File: src/rtl/pipe_hazard_ctrl.sv
// Central stall/flush controller for the 5-stage RV32I pipeline (IF, ID, EX, MEM, WB).
// Resolves load-use, branch-redirect and memory-wait hazards and keeps saturating perf counters.
module pipe_hazard_ctrl #(
    parameter int unsigned CNT_W       = 32,
    parameter int unsigned MEM_TIMEOUT = 255
) (
    input  logic             clk_in,
    input  logic             rst_n_in,
    input  logic             rdy_in,
    input  logic             id_read_flag_1,
    input  logic [4:0]       id_reg_read_1,
    input  logic             id_read_flag_2,
    input  logic [4:0]       id_reg_read_2,
    input  logic             ex_is_load,
    input  logic [4:0]       ex_rd_addr,
    input  logic             ex_br_taken,
    input  logic [31:0]      ex_br_target,
    input  logic             if_busy,
    input  logic             if_done,
    input  logic             mem_busy,
    output logic [4:0]       stall,
    output logic             flush_if_id,
    output logic             flush_id_ex,
    output logic             if_discard,
    output logic             pc_redirect,
    output logic [31:0]      pc_target,
    output logic             mem_timeout,
    output logic [CNT_W-1:0] stall_cnt,
    output logic [CNT_W-1:0] flush_cnt
);

    localparam int unsigned TMR_W = (MEM_TIMEOUT > 0) ? $clog2(MEM_TIMEOUT + 1) : 1;
    localparam logic [TMR_W-1:0] TMR_MAX = TMR_W'(MEM_TIMEOUT);

    typedef enum logic {
        StRun,
        StRedirWait
    } state_t;

    state_t           state_q, state_d;
    logic [31:0]      tgt_q, tgt_d;
    logic [TMR_W-1:0] tmr_q, tmr_d;
    logic             timeout_q;
    logic [CNT_W-1:0] stall_cnt_q;
    logic [CNT_W-1:0] flush_cnt_q;
    logic             lu_hz;

    // x0 is hardwired to zero, so a load targeting it never creates a dependency.
    assign lu_hz = ex_is_load && (ex_rd_addr != 5'd0) &&
                   ((id_read_flag_1 && (id_reg_read_1 == ex_rd_addr)) ||
                    (id_read_flag_2 && (id_reg_read_2 == ex_rd_addr)));

    always_comb begin
        stall       = 5'b00000;
        flush_if_id = 1'b0;
        flush_id_ex = 1'b0;
        if_discard  = 1'b0;
        pc_redirect = 1'b0;
        pc_target   = 32'd0;
        state_d     = state_q;
        tgt_d       = tgt_q;

        if (!rst_n_in) begin
            stall = 5'b00000;
        end else if (!rdy_in || mem_busy) begin
            // EX is held under mem_busy, so a taken branch is simply re-presented later.
            stall = 5'b11111;
        end else if (state_q == StRedirWait) begin
            stall[0]    = 1'b1;
            flush_if_id = 1'b1;
            if (if_done) begin
                if_discard  = 1'b1;
                pc_redirect = 1'b1;
                pc_target   = tgt_q;
                state_d     = StRun;
            end
        end else if (ex_br_taken) begin
            flush_if_id = 1'b1;
            flush_id_ex = 1'b1;
            if (!if_busy && !if_done) begin
                pc_redirect = 1'b1;
                pc_target   = ex_br_target;
            end else begin
                // Fetch in flight: park the target until the stale word comes back.
                stall[0]   = 1'b1;
                if_discard = if_done;
                tgt_d      = ex_br_target;
                state_d    = StRedirWait;
            end
        end else if (lu_hz) begin
            stall       = 5'b00011;
            flush_id_ex = 1'b1;
        end
    end

    always_comb begin
        tmr_d = tmr_q;
        if (!mem_busy) begin
            tmr_d = '0;
        end else if (tmr_q != TMR_MAX) begin
            tmr_d = tmr_q + 1'b1;
        end
    end

    always_ff @(posedge clk_in or negedge rst_n_in) begin
        if (!rst_n_in) begin
            state_q     <= StRun;
            tgt_q       <= 32'd0;
            tmr_q       <= '0;
            timeout_q   <= 1'b0;
            stall_cnt_q <= '0;
            flush_cnt_q <= '0;
        end else if (rdy_in) begin
            state_q <= state_d;
            tgt_q   <= tgt_d;
            tmr_q   <= tmr_d;
            if ((MEM_TIMEOUT != 0) && mem_busy && (tmr_d == TMR_MAX)) begin
                timeout_q <= 1'b1;
            end
            if (stall[0] && (stall_cnt_q != '1)) begin
                stall_cnt_q <= stall_cnt_q + 1'b1;
            end
            if (pc_redirect && (flush_cnt_q != '1)) begin
                flush_cnt_q <= flush_cnt_q + 1'b1;
            end
        end
    end

    assign mem_timeout = timeout_q;
    assign stall_cnt   = stall_cnt_q;
    assign flush_cnt   = flush_cnt_q;

endmodule

File: config.mk
export PLATFORM = sky130hd
export DESIGN_NAME = pipe_hazard_ctrl
export DESIGN_NICKNAME = d
export VERILOG_FILES = /design/src/rtl/pipe_hazard_ctrl.sv
export SDC_FILE = /design/constraint.sdc
export NUM_CORES = 1
export LEC_CHECK = 0
export ABC_CLOCK_PERIOD_IN_PS = 6300
export BUFFER_PORTS_ARGS = -buffer_cell sky130_fd_sc_hd__buf_2
export CAP_MARGIN = 20
export CORE_ASPECT_RATIO = 1.25
export CORE_MARGIN = 2
export CORE_UTILIZATION = 29
export DETAILED_ROUTE_END_ITERATION = 12
export PLACE_DENSITY_LB_ADDON = 0.05
export SYNTH_ARGS = -nofsm -noshare
export SYNTH_HDL_FRONTEND = slang
export SYNTH_SLANG_ARGS = --single-unit
File: constraint.sdc
create_clock -name clk_in -period 6.3 [get_ports clk_in]
set_input_delay 0.945 -clock clk_in [delete_from_list [all_inputs] [get_ports clk_in]]
set_output_delay 0.945 -clock clk_in [all_outputs]
set_load 0.03 [all_outputs]
# After elaboration in Yosys (flattened, before gate mapping)
# Cells that the tools add are included.
# word_totals
ff_bits,106
latch_bits,0
ram_bits,0
rom_bits,0
input_bits,57
output_inout_bits,106
wordCells,76
n_memories,0
# classes
n_addsub,3
mul,0
div,0
order_cmp,0
n_eq_ne,6
shift,0
n_mux,39
n_bitwise,3
n_reduce_logical,19
# ops
op,n
32-bit two-way mux,6
"32-bit by 1-bit adder with 32-bit output, second input constant",2
"32-bit inequality test, second input constant",2
1-bit two-way mux,27
8-bit two-way mux,2
5-bit equality test,2
5-bit two-way mux,2
"8-bit by 1-bit adder with 8-bit output, second input constant",1
"8-bit equality test, second input constant",1
1-bit logical AND,8
"8-bit inequality test, second input constant",1
2-bit AND reduction,3
6-bit AND reduction,1
5-bit nonzero test,1
4-bit two-way mux,1
1-bit zero test,3
1-bit NOT,3
3-bit AND reduction,1
1-bit logical OR,2
2-bit two-way mux,1

# Logic depth before layout (Yosys ltp)
# Gate-level depths: netlist (run 1).
# logic_depth
word_depth,11
ltp_mapped,10
mapped_depth_nobuf,7

# Least setup slack after synthesis (run 1)
# Ideal clock, no wire load.
# synth_timing
path_type,input to output
startpoint,in if_busy
endpoint,out pc_target[10]
arrival_ps,2386
t_required_ps,5355
slack_ps,2969
path_stages,5
path_cell_list,or4b_1 > a21o_1 > buf_6 > clkbuf_1 > nor2_1
# synth_between
elab_chain_len,7
# synth_lines
element,line_no,source
from (decl),18,"input logic if_busy,"
1-bit zero test,80,if (!if_busy && !if_done) begin
1-bit logical AND,80,
32-bit two-way mux,80,
32-bit two-way mux,77,end else if (ex_br_taken) begin
32-bit two-way mux,68,end else if (state_q == StRedirWait) begin
32-bit two-way mux,65,end else if (!rdy_in || mem_busy) begin
32-bit two-way mux,63,if (!rst_n_in) begin
to (decl),26,"output logic [31:0] pc_target,"
# Every way passes these cells.

# Worst setup path after layout (run 1)
# layout_timing
startpoint,in ex_rd_addr[1]
endpoint,out stall[0]
# layout_between
elab_chain_len,9
elab_cells_between_ends,13
cone_classes,2 x eq/ne; 5 x mux; 6 x reduce/logical
# layout_lines
element,line_no,source
from (decl),15,"input logic [4:0] ex_rd_addr,"
5-bit equality test (on tied branches),"50, 51",
1-bit logical AND (on tied branches),"50, 51",
1-bit logical OR,50,((id_read_flag_1 && (id_reg_read_1 == ex_rd_addr)) ||
1-bit logical AND (*),49,assign lu_hz = ex_is_load && (ex_rd_addr != 5'd0) &&
2-bit two-way mux (*),90,end else if (lu_hz) begin
1-bit two-way mux (*),77,
1-bit two-way mux (*),68,
5-bit two-way mux (*),65,
5-bit two-way mux (*),63,
to (decl),21,"output logic [4:0] stall,"
# Mark *: on every way between the ends. The rest lies on a longest branch, timed or not.

==> results.toml, run 1 <==
[flow_run]
max_cap_viol_count = 0

[placement]
globalplace.congestion = 0.7634
dp_hpwl_microns = 10520
dpl.cell_count = 916
portBuffers = 162

[power_and_ir_drop]
irDropWorstVdd_uv = 158.5
total_power_mw = 1.786
p_per_area_nw_per_um2 = 257.1
p_leak_nw = 3.472

[worst_setup_path]
cp_common_cell = "buf_2"
worstSetupStartpointType = "input port"
crit_path_max_incr_delay_ns = 0.53
criticalPathCategory = "input port to output pin"
crit_slowest_cell = "or4_1"
endpoint_kind = "output pin"
cp.required_ns = 5.35
path_cells = "buf_2, or4_1, o21ai_0, nor3b_1, a21oi_2, buf_4, inv_2, buf_2"
arrival_ns = 2.79
path_max_fanout = 27

[cells_and_area]
area.growth.synth_to_final_pct = 23.52
drive_above_1_share = 0.3257
fin_cells = 933
final_util = 0.3671
fin_nets = 755

[clock_tree]
cts_setup_buffers = 0
cts_buffers = 9
cts_num_sinks = 106
cts_buffer_depth = 2
root_buffer = "clkbuf_16"
ctsHtreeMaxLevel = 3
clk_pin_slew_ns = 0.07
cts_tree = "yes"
clock_latency_ns = 0.35
postCtsHoldBufs = 0
ctsResizeCount = 0

[floorplan]
dieArea_sq_um = 20530
ioPinCount = 163
rows = 56
die_y_microns = 159.7
core_sq_um = 18920
die_x_microns = 128.5
initial_core_util = 0.2972

[logic_synthesis]
syn_area_sq_um = 5623
synth_edf_count = 0
synth-simple-area-share = 0.2040
yosysTopAreaCell = "dfrtp_1"
avgSynthCellArea_sq_um = 10.39
synth_mux_area_frac = 0.1291
synth_common_cells = "dfrtp_1 (106), nor2_1 (60), nand2_1 (49)"
synth_seq_area_share = 0.4717
synthTopCellsByArea = "dfrtp_1 (47%), mux2_2 (7.2%), xor2_1 (5.9%)"
synth_top_family_by_area = "simple AND/OR/NAND/NOR gates"
synth-xor-area-share = 0.1137
yosysUniqueCellTypes = 54
yosysMostFrequentCell = "dfrtp_1"
synth_compound_area_frac = 0.04873
synth_adder_area_share = 0.006676
synth_top_flop_cell = "dfrtp_1"
synth_top_area_share = 0.4717
syn_inst = 541
ys_warn_count = 0
synth_async_sr_flop_share = 1.000
ys_seq_elements = 106
syn_nets = 601

[route]
drt_wl_total_microns = 14610
drtIter0Drc = 199
num_vias = 4499
drt_pass1_iterations = 4
drc_errors = 0
routedWlPerCell_microns = 15.66
ant_nets = 0
viasPerCell = 4.822

[global_routing]
overflow = 0
grt_pass1_vias = 4563
grt_pass1_wl_microns = 23880
antenna_found_initial = 1
grt_max_degree = 67
grt_usage = 0.1456

[timing]
rsz0062_at_grt = "false"
setup_tns_ns = 0
final.period_utilization = 0.5934
tightestPinTransition_ns = 1.062
relSlewSlack = 0.2919
max_freq_mhz = 267.5
setup-violations-final = 0
hold_viol = 0
min_period_ns = 3.739
maxSlewViolCount = 0
clock_skew_ns = 0.01066

[worst_hold_path]
hold_path.class = "flop to flop"

[run_status]
outcome = "finished, final reports clean"
logic make-up (layout without fill, tap and decap cells):
kind of cell               after synthesis  in the layout
muxes                                   68             68
DFF                                    106            106
other                                    0              1
adders and majority gates                3              3
xor gates and xnor gates                73             73
and+or+nand+nor                        222            222
buffers and inverters                   34            193
AOI/OAI and AO/OA                       35             35
final timing paths:
path	endpoint	start	slack [ns]	cells after the start
max	stall[0]	ex_rd_addr[1]	2.56	8
min	mem_timeout$_DFFE_PN0P_	mem_timeout$_DFFE_PN0P_	0.48	1
max reg2reg	flush_cnt[6]$_DFFE_PN0P_	state_q$_DFFE_PN0P_	3.29	7
min reg2reg	mem_timeout$_DFFE_PN0P_	mem_timeout$_DFFE_PN0P_	0.48	1
max in group asynchronous	state_q$_DFFE_PN0P_	rst_n_in	4.31	2
min in group asynchronous	flush_cnt[14]$_DFFE_PN0P_	rst_n_in	0.59	1
metrics by stage:
stage                     cell area, sq um  hold WS, ns  worst slack (ns)
final                                 6945       0.4822             2.561
after global routing                  6943       0.5015             2.394
after CTS                             6943       0.4924             2.538
after detailed placement              6653       0.4799             2.545
after global placement                6653       0.4742             2.547
after floorplan                       5623       0.4805             2.969
sequential cells by signal, summed over array words and instances, names as in the netlist:
register / cells
tmr_q: 8
mem_timeout: 1
stall_cnt: 32
tgt_q: 32
state_q: 1
flush_cnt: 32
critical path, delay by kind of cell:
kind	cells	cell delay, ns
AOI/OAI and AO/OA	2	0.47
buffers and inverters	4	0.71
and+or+nand+nor	2	0.65
where the power goes:
part           leakage [nW]  internal [mW]  switching [mW]
logic                  1.94          0.168           0.181
registers              1.39          0.777           0.100
clock network         0.140          0.294           0.265
layer usage:
| metal | share of wire | track usage |
|---|---|---|
| met1 | 0.46 | 0.1918 |
| met2 | 0.48 | 0.2425 |
| met3 | 0.045 | 0.02747 |
| met4 | 0.012 | 0.04348 |
| met5 | 0 | 0 |
placed cells by master (no fill, tap or decap), types with 8 or more instances in the layout:
cell         n
and3_1      12
buf_2      161
clkbuf_16    9
dfrtp_1    105
inv_1        9
mux2_2      36
mux2i_1     32
nand2_1     49
nand3_1     15
nand4_1     23
nor2_1      60
nor3_1      15
o21ai_0      8
xnor2_1     35
xor2_1      38
final cells by class:
cell class | count | area (sq um)
timing repair buffer | 166 | 843.3
tap | 232 | 290.3
clock inverter | 4 | 33.78
inverter | 11 | 41.29
clock buffer | 12 | 256.5
sequential | 106 | 2654
antenna | 1 | 2.502
multi-input combinational | 401 | 2824
fill | 1995 | 11970
Note: power is estimated with default switching activity, not from simulation.
==> run 2, diff against run 1 <==
- ABC_CLOCK_PERIOD_IN_PS: 6300 -> 3500
- clock period: 6.3 -> 3.5 ns (I/O delays scaled with it)
==> results.toml, run 2 (same netlist as run 1, synthesis figures left out) <==
[worst_setup_path]
path_max_fanout = 37
r2r_slack_ns = 1.10
crit_family = "buffers and inverters"
criticalPathCategory = "flop to output pin"
reg2reg_from = "stall_cnt[0]$_DFFE_PN0P_"
endpoint_kind = "output pin"
worstSetupStartpointType = "flop"
cp.required_ns = 2.97
path_depth = 6
path_cells = "buf_4, nand2_1, a21o_1, buf_4, nor2_1, buf_2"
crit_slowest_cell = "buf_4"
crit_path_max_incr_delay_ns = 0.50
crit_end = "pc_target[11]"
startpoint = "state_q$_DFFE_PN0P_"
path_buf_inv = 3
r2r_end = "stall_cnt[1]$_DFFE_PN0P_"
reg2reg_depth = 7
cp_common_cell = "buf_4"
arrival_ns = 2.29

[cells_and_area]
fin_nets = 759
final_common_cell = "buf_2"
final_cell_mix = "buf_2 (161), dfrtp_1 (105), nor2_1 (60), nand2_1 (49), xor2_1 (38)"
fin_cells = 936
area.growth.synth_to_final_pct = 24.12
drive_above_1_share = 0.3286
fill_cells = 1957
final_util = 0.3689

[floorplan]
die_x_microns = 128.5
dieArea_sq_um = 20530
core_sq_um = 18920
initial_core_util = 0.2972
ioPinCount = 163
die_y_microns = 159.7
rows = 56

[timing]
setup_tns_ns = 0
final.period_utilization = 0.8046
maxSlewViolCount = 0
clock_skew_ns = 0.007365
rsz0062_at_grt = "false"
hold_viol = 0
relSlewSlack = 0.4740
max_freq_mhz = 355.1
setup-violations-final = 0
tightestPinTransition_ns = 0.7891
min_period_ns = 2.816

[placement]
dp_hpwl_microns = 10880
dpl.cell_count = 920
globalplace.congestion = 0.7463
portBuffers = 162

[clock_tree]
ctsHtreeMaxLevel = 3
cts_buffer_depth = 2
postCtsHoldBufs = 0
cts_setup_buffers = 0
cts_num_sinks = 106
cts_tree = "yes"
ctsResizeCount = 0
clock_latency_ns = 0.35
clk_pin_slew_ns = 0.07
root_buffer = "clkbuf_16"
cts_buffers = 9

[global_routing]
grt_pass1_wl_microns = 24000
overflow = 0
grt_usage = 0.1476
antenna_found_initial = 1
grt_pass1_vias = 4565
grt_max_degree = 59

[route]
drt_wl_total_microns = 14910
drc_errors = 0
drt_pass1_iterations = 4
num_vias = 4541
routedWlPerCell_microns = 15.93
viasPerCell = 4.851
ant_nets = 0
drtIter0Drc = 237

[flow_run]
max_cap_viol_count = 0

[power_and_ir_drop]
p_per_area_nw_per_um2 = 467.6
total_power_mw = 3.263
irDropWorstVdd_uv = 248.7
p_leak_nw = 3.494

[worst_hold_path]
hold_path.class = "input port to async pin"

[run_status]
outcome = "finished, final reports clean"
==> run 2: cell count changes in the layout (fill, tap and decap cells not counted), sizes merged <==
| cell | change |
|---|---|
| buf | +4 |
| bufinv | +1 |
| clkbuf | -1 |
| inv | -1 |
==> run 2: worst min path at each step <==
stage | slack [ns] | startpoint | end
final | 0.21 | rst_n_in | flush_cnt[9]$_DFFE_PN0P_
after global placement | 0.47 | flush_cnt[24]$_DFFE_PN0P_ | flush_cnt[24]$_DFFE_PN0P_
after floorplan | 0.23 | rst_n_in | flush_cnt[0]$_DFFE_PN0P_
after detailed placement | 0.47 | mem_timeout$_DFFE_PN0P_ | mem_timeout$_DFFE_PN0P_
after CTS | 0.20 | rst_n_in | stall_cnt[6]$_DFFE_PN0P_
after global routing | 0.21 | rst_n_in | flush_cnt[9]$_DFFE_PN0P_
==> run 2: area by class of cell <==
type | instances | area (sq um) | area share
Timing Repair Buffer | 170 | 873.3 | 0.1251
Multi-Input combinational cell | 401 | 2824 | 0.4046
Sequential cell | 106 | 2654 | 0.3802
Inverter | 11 | 41.29 | 0.005916
Antenna cell | 1 | 2.502 | 0.0003586
Clock inverter | 4 | 51.30 | 0.007350
Clock buffer | 11 | 242.7 | 0.03478
Tap cell | 232 | 290.3 | 0.04159
==> run 2: through the flow <==
stage          instance area (sq um)  setup slack (ns)  hold WS (ns)
3_5_place_dp                    6683            0.7261        0.4682
2_1_floorplan                   5623             1.009        0.2294
5_1_grt                         6977            0.5032        0.2130
4_1_cts                         6977            0.6363        0.2020
6_report                        6979            0.6839        0.2127
3_3_place_gp                    6683            0.7405        0.4683
==> run 2: report_power, final <==
group	internal (mW)	switching, mW	leakage, nW
registers	1.40	0.131	1.39
logic	0.305	0.376	1.96
clock network	0.573	0.478	0.142
==> run 2: metal layers <==
metal  wire (microns)  up-vias  track usage
li1                 -     2217            -
met1             6671     2191       0.1860
met2             7117      113       0.2444
met3              768       20      0.03049
met4              354        0      0.06225
met5                0        -            0
